`src/rtl/noise_sweep_sequencer_if.sv`:
```
// Bus between the test/control logic, the noise generator and the sweep
// sequencer. Grouping these lets a bench or parent bind the whole set at once.
//
// Signalling: there is no valid/ready pair on this bus. start, abort and
// sample_tick are single-cycle qualifiers that are sampled on every rising
// clock edge and are never back-pressured. measure_valid and done are
// registered one-cycle pulses that the receiver must take in that cycle.
// noise_en and noise_level are level outputs that hold until the next step
// change. dbg_state mirrors the sequencer's FSM state for observation only.
interface noise_sweep_sequencer_if;
  logic       start;
  logic       abort;
  logic       sample_tick;
  logic       noise_en;
  logic [3:0] noise_level;
  logic       measure_valid;
  logic       busy;
  logic       done;
  logic [1:0] dbg_state;

  // Control side: drives the commands and the sample strobe, observes results.
  modport master (
    output start, abort, sample_tick,
    input  noise_en, noise_level, measure_valid, busy, done, dbg_state
  );

  // Sequencer side.
  modport slave (
    input  start, abort, sample_tick,
    output noise_en, noise_level, measure_valid, busy, done, dbg_state
  );
endinterface

```
`src/rtl/noise_sweep_sequencer.sv`:
```
// Noise sweep sequencer: runs a clean baseline step and then ascending noise
// levels. Each step discards SETTLE_TICKS filter samples and then flags
// SAMPLES_PER_LEVEL samples as a measurement window. It is paced by
// sample_tick, and abort or rst ends a sweep at once without a done pulse.
module noise_sweep_sequencer #(
  parameter int unsigned SAMPLES_PER_LEVEL = 16,  // 1..255
  parameter int unsigned SETTLE_TICKS      = 4,   // 0..255
  parameter int unsigned LEVEL_STEP        = 2,   // 1..15
  parameter int unsigned LEVEL_MAX         = 15   // 0..15
) (
  input  logic                     clk,
  input  logic                     rst,
  noise_sweep_sequencer_if.slave   bus
);

  typedef enum logic [1:0] {
    IDLE    = 2'd0,
    SETTLE  = 2'd1,
    MEASURE = 2'd2,
    DONE    = 2'd3
  } state_t;

  localparam logic [7:0] SETTLE_C  = 8'(SETTLE_TICKS);
  localparam logic [7:0] SAMPLES_C = 8'(SAMPLES_PER_LEVEL);
  localparam logic [4:0] STEP_C    = 5'(LEVEL_STEP);
  localparam logic [4:0] MAX_C     = 5'(LEVEL_MAX);
  // With no settle window a new step goes straight into measuring.
  localparam state_t     STEP_ENTRY = (SETTLE_TICKS == 0) ? MEASURE : SETTLE;

  state_t     state;
  logic [7:0] tick_cnt;
  logic [4:0] level;
  logic       noisy;
  logic       noise_en_r;
  logic [3:0] noise_level_r;
  logic       measure_valid_r;
  logic       busy_r;
  logic       done_r;

  logic [7:0] tick_next;
  logic [4:0] level_next;

  // Next counter and level values. level_next is 5 bits wide, so the
  // end-of-sweep comparison cannot wrap.
  always_comb begin
    tick_next  = tick_cnt + 8'd1;
    level_next = level + STEP_C;
  end

  // Sweep FSM with all outputs registered alongside the state.
  always_ff @(posedge clk) begin
    if (rst) begin
      state           <= IDLE;
      tick_cnt        <= 8'd0;
      level           <= 5'd0;
      noisy           <= 1'b0;
      noise_en_r      <= 1'b0;
      noise_level_r   <= 4'd0;
      measure_valid_r <= 1'b0;
      busy_r          <= 1'b0;
      done_r          <= 1'b0;
    end else begin
      measure_valid_r <= 1'b0;
      done_r          <= 1'b0;
      if (bus.abort && (state != IDLE)) begin
        // Abort beats any tick or step advance in the same cycle.
        state         <= IDLE;
        tick_cnt      <= 8'd0;
        noise_en_r    <= 1'b0;
        noise_level_r <= 4'd0;
        busy_r        <= 1'b0;
      end else begin
        case (state)
          IDLE: begin
            if (bus.start && !bus.abort) begin
              state         <= STEP_ENTRY;
              tick_cnt      <= 8'd0;
              level         <= 5'd0;
              noisy         <= 1'b0;
              noise_en_r    <= 1'b0;
              noise_level_r <= 4'd0;
              busy_r        <= 1'b1;
            end
          end
          SETTLE: begin
            if (bus.sample_tick) begin
              if (tick_next == SETTLE_C) begin
                state    <= MEASURE;
                tick_cnt <= 8'd0;
              end else begin
                tick_cnt <= tick_next;
              end
            end
          end
          MEASURE: begin
            if (bus.sample_tick) begin
              measure_valid_r <= 1'b1;
              if (tick_next == SAMPLES_C) begin
                tick_cnt <= 8'd0;
                if (!noisy) begin
                  // The baseline step is done, so start with noise at level 0.
                  noisy         <= 1'b1;
                  level         <= 5'd0;
                  noise_en_r    <= 1'b1;
                  noise_level_r <= 4'd0;
                  state         <= STEP_ENTRY;
                end else if (level_next > MAX_C) begin
                  state         <= DONE;
                  done_r        <= 1'b1;
                  noise_en_r    <= 1'b0;
                  noise_level_r <= 4'd0;
                  busy_r        <= 1'b0;
                end else begin
                  level         <= level_next;
                  noise_level_r <= level_next[3:0];
                  state         <= STEP_ENTRY;
                end
              end else begin
                tick_cnt <= tick_next;
              end
            end
          end
          DONE: begin
            state <= IDLE;
          end
          default: begin
            state <= IDLE;
          end
        endcase
      end
    end
  end

  assign bus.noise_en      = noise_en_r;
  assign bus.noise_level   = noise_level_r;
  assign bus.measure_valid = measure_valid_r;
  assign bus.busy          = busy_r;
  assign bus.done          = done_r;
  assign bus.dbg_state     = state;

endmodule

```
`src/flat_wrapper.sv`:
```
// flat-port wrapper written by rule: the top's interface ports become plain ports
module noise_sweep_sequencer_flat 
#(
  parameter int unsigned SAMPLES_PER_LEVEL = 16,           
  parameter int unsigned SETTLE_TICKS      = 4,            
  parameter int unsigned LEVEL_STEP        = 2,           
  parameter int unsigned LEVEL_MAX         = 15           
)
  (clk, rst, bus_start, bus_abort, bus_sample_tick, bus_noise_en, bus_noise_level, bus_measure_valid, bus_busy, bus_done, bus_dbg_state);
  noise_sweep_sequencer_if bus_i ();
  input  logic clk;
  input  logic rst;
  input wire logic [$bits(bus_i.start)-1:0] bus_start;
  input wire logic [$bits(bus_i.abort)-1:0] bus_abort;
  input wire logic [$bits(bus_i.sample_tick)-1:0] bus_sample_tick;
  output wire logic [$bits(bus_i.noise_en)-1:0] bus_noise_en;
  output wire logic [$bits(bus_i.noise_level)-1:0] bus_noise_level;
  output wire logic [$bits(bus_i.measure_valid)-1:0] bus_measure_valid;
  output wire logic [$bits(bus_i.busy)-1:0] bus_busy;
  output wire logic [$bits(bus_i.done)-1:0] bus_done;
  output wire logic [$bits(bus_i.dbg_state)-1:0] bus_dbg_state;
  assign bus_i.start = bus_start;
  assign bus_i.abort = bus_abort;
  assign bus_i.sample_tick = bus_sample_tick;
  assign bus_noise_en = bus_i.noise_en;
  assign bus_noise_level = bus_i.noise_level;
  assign bus_measure_valid = bus_i.measure_valid;
  assign bus_busy = bus_i.busy;
  assign bus_done = bus_i.done;
  assign bus_dbg_state = bus_i.dbg_state;
  noise_sweep_sequencer #(.SAMPLES_PER_LEVEL(SAMPLES_PER_LEVEL), .SETTLE_TICKS(SETTLE_TICKS), .LEVEL_STEP(LEVEL_STEP), .LEVEL_MAX(LEVEL_MAX)) u_core (.clk(clk), .rst(rst), .bus(bus_i));
endmodule
```
`config.mk`:
```
export PLATFORM = sky130hd
export DESIGN_NAME = noise_sweep_sequencer_flat
export DESIGN_NICKNAME = d
export VERILOG_FILES = /design/src/rtl/noise_sweep_sequencer_if.sv /design/src/rtl/noise_sweep_sequencer.sv /design/src/flat_wrapper.sv
export SDC_FILE = /design/constraint.sdc
export NUM_CORES = 1
export LEC_CHECK = 0
export ABC_AREA = 1
export BUFFER_PORTS_ARGS = -buffer_cell sky130_fd_sc_hd__buf_4
export CORE_ASPECT_RATIO = 0.7
export CORE_MARGIN = 2
export CORE_UTILIZATION = 57
export CTS_CLUSTER_DIAMETER = 60
export DETAILED_ROUTE_END_ITERATION = 10
export GPL_TIMING_DRIVEN = 0
export PLACE_DENSITY = 0.77
export REMOVE_ABC_BUFFERS = 1
export SLEW_MARGIN = 30
export SYNTH_ARGS = -nofsm -noshare
export SYNTH_HDL_FRONTEND = slang
export SYNTH_SLANG_ARGS = --single-unit
```
`constraint.sdc`:
```
create_clock -name clk -period 2.2 [get_ports clk]
set_input_delay 0.33 -clock clk [delete_from_list [all_inputs] [get_ports clk]]
set_output_delay 0.33 -clock clk [all_outputs]
set_load 0.005 [all_outputs]
```
==> impl_metrics.yaml <==
yosys:
  synth_most_common_cell: "nand2_1"
  yosysTopAreaCellShare_pct: 34.07
  ys_types: 22
  ys.flop_type: "dfxtp_1"
  seq_area_frac_synth_pct: 34.07
  synth_seq_cells: 23
  synth_edf_count: 0
  yosysTopAreaCell: "dfxtp_1"
  synth_area_um2: 1351
  async_reset_ff_share_pct: 0
  yosys-top-cells-count: "61 x nand2_1, 32 x inv_1, 23 x dfxtp_1"
  yosysWarningCount: 0
  synthTopCellsByArea: "dfxtp_1 34%, nand2_1 17%, inv_1 8.9%"
  netlist_instances: 205
  synth.avg_cell_area_um2: 6.592
global_routing:
  grt_overflow: 0
  grt_max_degree: 13
  antenna_found_initial: 0
  grt_first_pass_wirelength_mm: 5.175
  grt_usage_pct: 23.88
  grt_pass1_vias: 1169
setup_path:
  regToRegStartpoint: "u_core.bus.dbg_state[0]$_SDFFE_PP0P_"
  crit_type: "flip-flop to flip-flop"
  crit_fanout: 8
  critical_path_arrival_ns: 2.34
  cp_common_cell: "nor2_1"
  start_kind: "flip-flop"
  crit_required_ns: 2.46
  worstPathCellList: "inv_1 -> ha_2 -> inv_4 -> nor2_1 -> a211oi_4 -> a21boi_4 -> o21ai_0 -> nor2_1"
  crit_buf_inv: 2
  crit_start: "u_core.bus.dbg_state[0]$_SDFFE_PP0P_"
  end_kind: "flip-flop"
  slowest_delay_ns: 0.45
  cpMaxStageDelayCell: "dfxtp_1"
  cp_top_family: "compound AO/OA/AOI/OAI gates"
status:
  outcome: "finished, final reports clean"
floorplanning:
  rows: 14
  initial_utilization_pct: 61.71
  die_area_um2: 2782
  core_area_um2: 2190
  dieWidth_um: 62.20
  io_pins: 15
  die_h_um: 44.74
detailed_routing:
  first_pass_iters: 4
  detail_route.iter0.violations: 85
  routed_via_density: 5.118
  wl_mm: 3.034
  route.vias.total: 1300
  drc: 0
  wl_per_cell_um: 11.94
  ant_nets: 0
finish:
  drive_above_1_share_pct: 12.61
  final_cells: 254
  layout.nets: 235
  diodes: 0
  syn_to_final_growth_pct: 13.24
placed_design:
  gp_congestion: 0.8905
  port_buffers: 14
  post-place-ws_ns: -0.01467
  dp_hpwl_mm: 2.374
  placed_cells: 250
sta:
  slew_headroom_pct: 70.62
  finalSetupViolCount: 0
  rsz0062_at_grt: "no"
  worstMarginPinSlew_ns: 0.4393
  period_needed_ns: 2.081
  finalCritPeriodShare_pct: 94.58
  fin_setup_tns_ns: 0
  max_freq_mhz: 480.6
  fin_skew_ns: 0.005558
  timing.final.ws_setup_ns: 0.1193
  hold_viol: 0
  whs_ns: 0.2952
  slew_viol_final: 0
clock_tree:
  cts_buffers: 3
  ctsHtreeMaxLevel: 1
  cts_hold_buf: 0
  clk_pin_slew_ns: 0.12
  clkLatencyLatePin_ns: 0.31
  cts_buffer_depth: 2
  cts_tree: "done"
  cts_root_buf: "clkbuf_4"
  cts_sinks: 23
  cts_setup_buffers: 0
worst_hold_path:
  hp-start: "bus_sample_tick"
  hp-class: "input port to flip-flop"
power_and_ir_drop:
  ir_drop_mv: 0.4883
  p_per_area_nw_per_um2: 819.8
  power.leakage_nw: 0.7131
  total_power_mw: 1.255
run:
  drv_cap: 0
-- cell usage in the layout, fill, tap and decap left out --
master / n
clkbuf_1: 1
a21oi_1: 19
nand4_1: 4
nand2_1: 61
a211oi_4: 1
xor2_1: 1
buf_4: 14
a21oi_2: 1
inv_4: 1
nor3b_1: 1
nor2_2: 1
nand3_4: 1
ha_1: 6
a21boi_4: 1
clkbuf_4: 3
nand2_2: 1
inv_1: 32
nand2_4: 1
o21ai_0: 5
ha_2: 1
dfxtp_1: 23
nand3_1: 15
nor3_2: 1
nor2_1: 22
nand3_2: 1
o21bai_1: 2
nor3_1: 2
-- worst register-to-register path, cell delays in order, from the launching register on --
cell and delay (ns):
dfxtp_1 0.45, inv_1 0.12, ha_2 0.28, inv_4 0.13
nor2_1 0.08, a211oi_4 0.42, a21boi_4 0.31, o21ai_0 0.10
nor2_1 0.13
-- area by class of cell --
| type | instances | area, um2 |
|---|---|---|
| Timing Repair Buffer | 14 | 105.1 |
| Inverter | 33 | 126.4 |
| Clock buffer | 4 | 26.28 |
| Fill cell | 185 | 659.4 |
| Tap cell | 32 | 40.04 |
| Sequential cell | 23 | 460.4 |
| Multi-Input combinational cell | 148 | 772.0 |
-- cell families after synthesis --
kind of cell    synth area share [%]
fa+ha+maj                      6.481
simple gates                   35.93
xor+xnor                      0.6483
buf+inv                        9.630
flops                          34.07
compound gates                 13.24
-- power by group --
part	switching [mW]	leakage (nW)	internal (mW)	total (mW)
Sequential	0.0407	0.187	0.460	0.501
Combinational	0.360	0.512	0.199	0.559
Clock	0.124	0.0150	0.0710	0.195
-- registers in the layout, summed over array words and instances, names as in the netlist --
register,flops
u_core.bus.busy,1
u_core.bus.dbg_state,2
u_core.bus.done,1
u_core.bus.measure_valid,1
u_core.bus.noise_en,1
u_core.bus.noise_level,4
u_core.level,4
u_core.noisy,1
u_core.tick_cnt,8
-- through the flow --
stage          cell area (um2)  utilization (%)
2_1_floorplan             1348                -
3_3_place_gp              1493            68.17
3_5_place_dp              1493            68.17
4_1_cts                   1523            69.54
5_1_grt                   1530            69.89
6_report                  1530            69.89
-- routing by layer --
layer	up-vias	GRT usage, %	wire (um)
li1	678	-	-
met3	4	6.484	268
met1	565	34.95	1539
met2	53	36.96	1205
met5	-	0	0
met4	0	2.667	20
-- path summary, 6_finish.rpt --
path	slack [ns]	endpoint	depth (start not counted)
setup / recovery	0.12	u_core.bus.noise_level[2]$_SDFFE_PP0P_	8
setup reg to reg	0.12	u_core.bus.noise_level[2]$_SDFFE_PP0P_	8
hold / removal	0.30	u_core.bus.measure_valid$_SDFF_PP0_	3
hold reg to reg	0.46	u_core.bus.noise_level[0]$_SDFFE_PP0P_	2
-- what timing repair did --
item | 4_1_cts | 5_1_grt
resized for setup | 1 | 2
setup endpoints to repair | 3 | 8
hold endpoints to repair | 0 | 0
(Power assumes the default switching activity.)
